**config.mk**
```make
export PLATFORM = sky130hd
export DESIGN_NAME = pipeline_controller
export DESIGN_NICKNAME = d
export VERILOG_FILES = /design/src/rtl/pipeline_controller.sv
export SDC_FILE = /design/constraint.sdc
export NUM_CORES = 1
export LEC_CHECK = 0
export ABC_CLOCK_PERIOD_IN_PS = 5280
export BUFFER_PORTS_ARGS = -buffer_cell sky130_fd_sc_hd__buf_2
export CAP_MARGIN = 20
export CORE_UTILIZATION = 30
export DETAILED_ROUTE_END_ITERATION = 8
export SLEW_MARGIN = 20
export SYNTH_ARGS = -nofsm -noshare
export SYNTH_HDL_FRONTEND = slang
export SYNTH_SLANG_ARGS = --single-unit
```
**constraint.sdc**
```tcl
create_clock -name clk_i -period 5.28 [get_ports clk_i]
set_input_delay 0 -clock clk_i [delete_from_list [all_inputs] [get_ports clk_i]]
set_output_delay 0 -clock clk_i [all_outputs]
set_load 0.005 [all_outputs]
```
**src/rtl/pipeline_controller.sv**
```systemverilog
// Pipeline hazard controller for a five-stage in-order pipeline.
// Generates stage hold enables and bubble inserts, and sequences branch
// redirects around outstanding instruction-fetch bus transactions.
// Saturating performance counters track stalled cycles and redirects.
module pipeline_controller #(
  parameter int unsigned CNT_WIDTH = 32
) (
  input  logic                 clk_i,
  input  logic                 rst_i,
  input  logic [1:0]           stall_and_flush_i,
  input  logic                 if_busy_i,
  input  logic                 mem_busy_i,
  input  logic                 branch_taken_i,
  output logic [3:0]           stall_o,
  output logic [3:0]           flush_o,
  output logic                 target_latch_o,
  output logic                 pc_redirect_o,
  output logic                 redirect_pending_o,
  output logic [CNT_WIDTH-1:0] stall_cnt_o,
  output logic [CNT_WIDTH-1:0] redirect_cnt_o
);

  // stall_o bit map: {pc, if_id, id_ex, ex_mem}
  localparam logic [3:0] STALL_NONE  = 4'b0000;
  localparam logic [3:0] STALL_PC    = 4'b1000;
  localparam logic [3:0] STALL_FRONT = 4'b1100;
  localparam logic [3:0] STALL_ALL   = 4'b1111;

  // flush_o bit map: {if_id, id_ex, ex_mem, mem_wb}
  localparam logic [3:0] FLUSH_NONE     = 4'b0000;
  localparam logic [3:0] FLUSH_MEM_WB   = 4'b0001;
  localparam logic [3:0] FLUSH_ID_EX    = 4'b0100;
  localparam logic [3:0] FLUSH_IF_ID    = 4'b1000;
  localparam logic [3:0] FLUSH_BRANCH   = 4'b1100;
  localparam logic [3:0] FLUSH_WAIT_MEM = 4'b1001;
  localparam logic [3:0] FLUSH_ALL      = 4'b1111;

  typedef enum logic {
    IDLE    = 1'b0,
    WAIT_IF = 1'b1
  } state_t;

  state_t state;
  state_t state_nxt;

  logic load_use;
  logic unused_sf_bit0;

  // bit0 of the hazard result carries no meaning here
  assign load_use       = stall_and_flush_i[1];
  assign unused_sf_bit0 = stall_and_flush_i[0];

  // Priority-ordered hazard rules; reset overrides everything
  always_comb begin
    stall_o        = STALL_NONE;
    flush_o        = FLUSH_NONE;
    target_latch_o = 1'b0;
    pc_redirect_o  = 1'b0;
    state_nxt      = state;

    if (rst_i) begin
      flush_o   = FLUSH_ALL;
      state_nxt = IDLE;
    end else begin
      unique case (state)
        IDLE: begin
          if (mem_busy_i) begin
            // Data bus stall freezes everything; branch and load-use wait
            stall_o = STALL_ALL;
            flush_o = FLUSH_MEM_WB;
          end else if (branch_taken_i) begin
            flush_o        = FLUSH_BRANCH;
            target_latch_o = 1'b1;
            if (if_busy_i) begin
              // Fetch still in flight: hold PC and redirect once it lands
              stall_o   = STALL_PC;
              state_nxt = WAIT_IF;
            end else begin
              pc_redirect_o = 1'b1;
            end
          end else if (load_use) begin
            stall_o = STALL_FRONT;
            flush_o = FLUSH_ID_EX;
          end else if (if_busy_i) begin
            stall_o = STALL_PC;
            flush_o = FLUSH_IF_ID;
          end
        end

        WAIT_IF: begin
          // ID/EX already holds a bubble, so branch and load-use are moot
          if (mem_busy_i) begin
            stall_o = STALL_ALL;
            flush_o = FLUSH_WAIT_MEM;
          end else if (if_busy_i) begin
            stall_o = STALL_PC;
            flush_o = FLUSH_IF_ID;
          end else begin
            pc_redirect_o = 1'b1;
            flush_o       = FLUSH_IF_ID;
            state_nxt     = IDLE;
          end
        end

        default: begin
          state_nxt = IDLE;
        end
      endcase
    end
  end

  assign redirect_pending_o = (state == WAIT_IF) && !rst_i;

  // State register
  always_ff @(posedge clk_i) begin
    if (rst_i) begin
      state <= IDLE;
    end else begin
      state <= state_nxt;
    end
  end

  // Saturating count of cycles with any hold enable set
  always_ff @(posedge clk_i) begin
    if (rst_i) begin
      stall_cnt_o <= '0;
    end else if ((stall_o != STALL_NONE) && (stall_cnt_o != '1)) begin
      stall_cnt_o <= stall_cnt_o + 1'b1;
    end
  end

  // Saturating count of accepted branch redirects
  always_ff @(posedge clk_i) begin
    if (rst_i) begin
      redirect_cnt_o <= '0;
    end else if (target_latch_o && (redirect_cnt_o != '1)) begin
      redirect_cnt_o <= redirect_cnt_o + 1'b1;
    end
  end

endmodule
```
* Yosys cells after proc, flatten, opt, wreduce, memory -nomap -nowiden
Cells that the tools add are included.
** Storage, ports and cells
- Bits in registers :: 65
- Output and inout bits :: 75
- Input bits :: 7
** Operators by class
- Bitwise operators :: 1
- Muxes and demuxes :: 28
- Equal/unequal tests :: 2
- $add $sub $neg :: 2
- Reductions and logical operators :: 5
** Operators with widths (count)
- 32-bit by 1-bit adder with 32-bit output, second input constant :: 2
- 32-bit inequality test, second input constant :: 2
- 4-bit 2-to-1 mux :: 10
- 4-bit one-hot mux with 2 select lines :: 2
- 1-bit 2-to-1 mux :: 14
- 1-bit one-hot mux with 2 select lines :: 2
- 4-bit nonzero test :: 1
- 1-bit logical AND :: 3
- 1-bit zero test :: 1
- 1-bit NOT :: 1

* Depth between registers and ports, before layout
- Depth in word-level cells :: 8
- Gate-level depth with buffers :: 8
- Mapped depth without buffers :: 7

* Worst setup path before layout
Ideal clock, no wire load.
- Path type :: register -> register
- From :: register stall_cnt_o[0]
- To :: register stall_cnt_o[26]
- Setup slack :: 3239 ps
- Stages on the path, launching flop included :: 8
- Arrival :: 1970 ps
- Cells stage by stage :: dfxtp_1 -> ha_1 -> and4_4 -> o211ai_4 -> or3_1 -> buf_2 -> or4_1 -> a21oi_1
** Between the ends
- Word-level cells in the longest chain between the ends :: 2
- Elaborated cells between the ends (all ways) :: 3
** Ends and longest elaborated chain
- start: declaration :: RTL line 19 : output logic [CNT_WIDTH-1:0] stall_cnt_o,
- start signal: assignment :: RTL line 128 : stall_cnt_o <= stall_cnt_o + 1'b1;
- parallel branches: the longest is 2 deep, another holds 32-bit by 1-bit adder with 32-bit output
Parallel ways; which one is timed is not known.
A chain may end at the register's enable or synchronous reset.

* Worst setup path after layout
- From :: register redirect_cnt_o[26]
- To :: register redirect_cnt_o[6]
** Between the ends
- Word-level cells in the longest chain between the ends :: 2
** Ends and longest elaborated chain
- start: declaration :: RTL line 20 : output logic [CNT_WIDTH-1:0] redirect_cnt_o
- start signal: assignment :: RTL line 137 : redirect_cnt_o <= redirect_cnt_o + 1'b1;
- 32-bit inequality test :: RTL line 136 : end else if (target_latch_o && (redirect_cnt_o != '1)) begin
- 1-bit logical AND :: RTL line 136
No other way between the ends.

==> impl_metrics.py <==
metrics = {
    "final_layout": {
        "drive_gt1_share_pct": 23.0,
        "stdcell_area_um2": 4040,
        "layout.nets": 483,
        "final_cell_mix": "buf_2 (80), dfxtp_1 (65), a21oi_1 (46)",
        "n_antenna_cell": 0,
        "area_growth_pct": 20.5,
        "final_common_cell": "buf_2",
    },
    "route": {
        "maxUsedRoutingLayer": "met4",
        "ant_nets": 0,
        "m1WireLength_um": 4270,
        "num_vias": 3413,
        "drtIter0Drc": 142,
        "wl_met3_um": 427,
        "wl_per_cell_um": 14.6,
        "first_pass_iters": 4,
        "finalWirelength_um": 9060,
        "vias_per_cell": 5.51,
        "routed-wl-met2_um": 4240,
        "drc": 0,
    },
    "clock_network": {
        "cts_root_buffer": "clkbuf_8",
        "cts_sinks": 65,
        "clkLatencyLatePin_ps": 360,
        "cts_tree": "built",
        "htreeDepth": 3,
        "clockBufferDepth": 2,
        "clk_pin_slew_ps": 80,
        "cts-buffers-inserted": 9,
    },
    "setup_path": {
        "cp_slowest_cell": "nor4_4",
        "regToRegStartpoint": "redirect_cnt_o[26]",
        "r2r_slack_ps": 2830,
        "startpoint_type": "register",
        "crit_chain": "and4_1 -> nand3_1 -> nor4_4 -> o21ai_0 -> a21oi_1",
        "reg2reg_depth": 5,
        "timing.rr.end": "redirect_cnt_o[6]",
        "crit_required_ps": 5570,
        "path_buf_inv": 0,
        "crit_family": "simple AND/OR/NAND/NOR gates",
        "critPathKind": "register to register",
        "endpoint_kind": "register",
        "cp_max_fo": 26,
        "cp.depth": 5,
        "slowest_delay_ps": 980,
        "critPathArrivalTime_ps": 2740,
    },
    "min_path": {
        "min_path_type": "input port to register",
        "min_path_cells": 3,
        "hp-start": "branch_taken_i",
        "min_to": "state",
    },
    "power": {
        "swShare_pct": 24.9,
        "p_int_uw": 724,
        "power.switching_uw": 240,
        "power_uw": 965,
        "seq_power_share_pct": 51.5,
        "power_density_nw_per_um2": 239,
        "p_clk_share_pct": 44.2,
        "ir_drop_uv": 110,
        "pwr-share-comb_pct": 4.4,
        "p_leak_nw": 1.53,
    },
    "grt": {
        "antenna_found_initial": 0,
        "grt_start_max_net_pins": 69,
        "grt_pass1_wl_um": 14200,
        "grt_overflow": 0,
        "grt_util_all_layers_pct": 15.6,
        "grt_pass1_vias": 2875,
    },
    "yosys": {
        "ys_warn_count": 0,
        "synth-edff-count": 0,
        "syn-cell-area_um2": 3350,
        "syn_avg_cell_area_um2": 8.34,
        "synthCells": 402,
        "synth_cell_types": 46,
        "ys_seq_area_share_pct": 38.8,
        "ys_ff_latch": 65,
        "synth_top_flop_cell": "dfxtp_1",
        "postSynth.asyncResetShare_pct": 0,
        "synthesis.nets": 411,
    },
    "place": {
        "hpwlAfterDp_um": 6200,
        "dpl_cell_area_um2": 3830,
        "gp_congestion": 0.757,
        "dp_slack_ps": 2660,
        "portBuffers": 80,
    },
    "floorplanning": {
        "die_x_um": 108,
        "io_pins": 82,
        "initial_core_util_pct": 30.9,
        "die-area_um2": 11600,
        "row_count": 38,
        "core_area_um2": 10800,
        "chipHeight_um": 108,
    },
    "sta": {
        "hold_viol_final": 0,
        "rsz0062_at_grt": "no",
        "drv_slew": 0,
        "setup_slack_ps": 2830,
        "tightestPinTransition_ps": 1080,
        "setup_viol": 0,
        "period_share_pct": 46.5,
        "period_needed_ps": 2450,
        "max_freq_mhz": 408,
        "finalClockSkew_ps": 9.67,
        "setup_tns_ps": 0,
        "slew-limit-headroom_pct": 27.6,
    },
    "flow_run": {
        "drv_cap": 0,
    },
    "run_status": {
        "status": "complete, no violations",
    },
}
==> tightest hold or removal path: stages <==
cell	delay [ps]
buf_2	160
a21oi_1	130
nor3_1	50
==> through the flow <==
step                cells  utilization [%]  hold WS, ps
floorplan             402                -         24.9
global placement      602             35.3          275
detailed placement    602             35.3          274
CTS                   619             37.2         12.4
global route          619             37.2         38.1
finish                619             37.2         27.8
==> synthesized netlist by cell type, types with 2 or more instances <==
library cell | number | area [um^2]
xor2_1 | 8 | 70.1
o211ai_1 | 3 | 22.5
o2111ai_1 | 3 | 26.3
xnor2_1 | 3 | 26.3
and2_1 | 5 | 31.3
clkbuf_1 | 11 | 41.3
o2111a_1 | 2 | 22.5
a21oi_1 | 46 | 230
a211o_1 | 2 | 17.5
inv_1 | 6 | 22.5
o41ai_1 | 4 | 35.0
nor2b_1 | 2 | 12.5
o21ai_0 | 36 | 180
nand4_1 | 19 | 119
or3b_1 | 2 | 17.5
nor3_1 | 4 | 20.0
ha_1 | 2 | 25.0
nand3b_1 | 2 | 15.0
buf_4 | 5 | 37.5
nor4_1 | 3 | 18.8
or3_1 | 31 | 194
or2_2 | 2 | 12.5
buf_2 | 5 | 25.0
dfxtp_1 | 65 | 1300
mux2i_1 | 2 | 20.0
and3_1 | 13 | 81.3
o311ai_0 | 4 | 35.0
nand2_1 | 29 | 109
or4_1 | 11 | 82.6
nor2_1 | 20 | 75.1
and4_1 | 12 | 105
nand2_2 | 2 | 12.5
nand3_1 | 14 | 70.1
o31ai_1 | 12 | 90.1
==> state kept, by name (all words and copies together) (netlist names) <==
name	count
state	1
stall_cnt_o	32
redirect_cnt_o	32
==> routing by layer <==
metal,global-route usage [%],vias up
li1,-,1690
met1,19.3,1639
met2,25.6,73
met3,4.42,11
met4,5.97,0
met5,0,-
==> cell type report <==
class                           instances  area (um^2)
Sequential cell                        65         1300
Clock buffer                           11          131
Multi-Input combinational cell        308         1920
Clock inverter                          5         56.3
Fill cell                            1161         6800
Inverter                                8         31.3
Tap cell                              140          175
Timing Repair Buffer                   82          418
==> worst max path at each step <==
stage	slack, ps	end	start
floorplan	3240	stall_cnt_o[26]	stall_cnt_o[0]
global placement	2720	redirect_cnt_o[25]	rst_i
detailed placement	2660	stall_cnt_o[1]	stall_cnt_o[8]
CTS	2630	stall_cnt_o[3]	stall_cnt_o[8]
global route	2610	redirect_cnt_o[0]	redirect_cnt_o[26]
finish	2830	redirect_cnt_o[6]	redirect_cnt_o[26]
==> repair_timing <==
action,4_1_cts,5_1_grt
gates resized for setup,0,0
setup buffers,0,0
endpoints found under the hold margin,1,0
hold buffers,1,0
==> kinds of logic (layout without fill, tap and decap cells) <==
logic type / count (synthesis) / in the layout / synth area share, %
simple gates: 175 / 175 / 31.1
compound gates: 117 / 117 / 21.5
flops: 65 / 65 / 38.8
buf+inv: 29 / 106 / 4.03
xor+xnor: 11 / 11 / 2.87
mux: 3 / 3 / 0.933
fa+ha+maj: 2 / 2 / 0.746
==> power by group through the flow <==
stage | combinational, mW | clock (mW) | sequential [mW]
detailed placement | 0.0412 | 0 | 0.508
finish | 0.0421 | 0.426 | 0.496
global route | 0.0471 | 0.462 | 0.497
floorplan | 0.0257 | 0 | 0.507
global placement | 0.0404 | 0 | 0.507
CTS | 0.0418 | 0.439 | 0.496
Power figures use the tool's default switching activity.
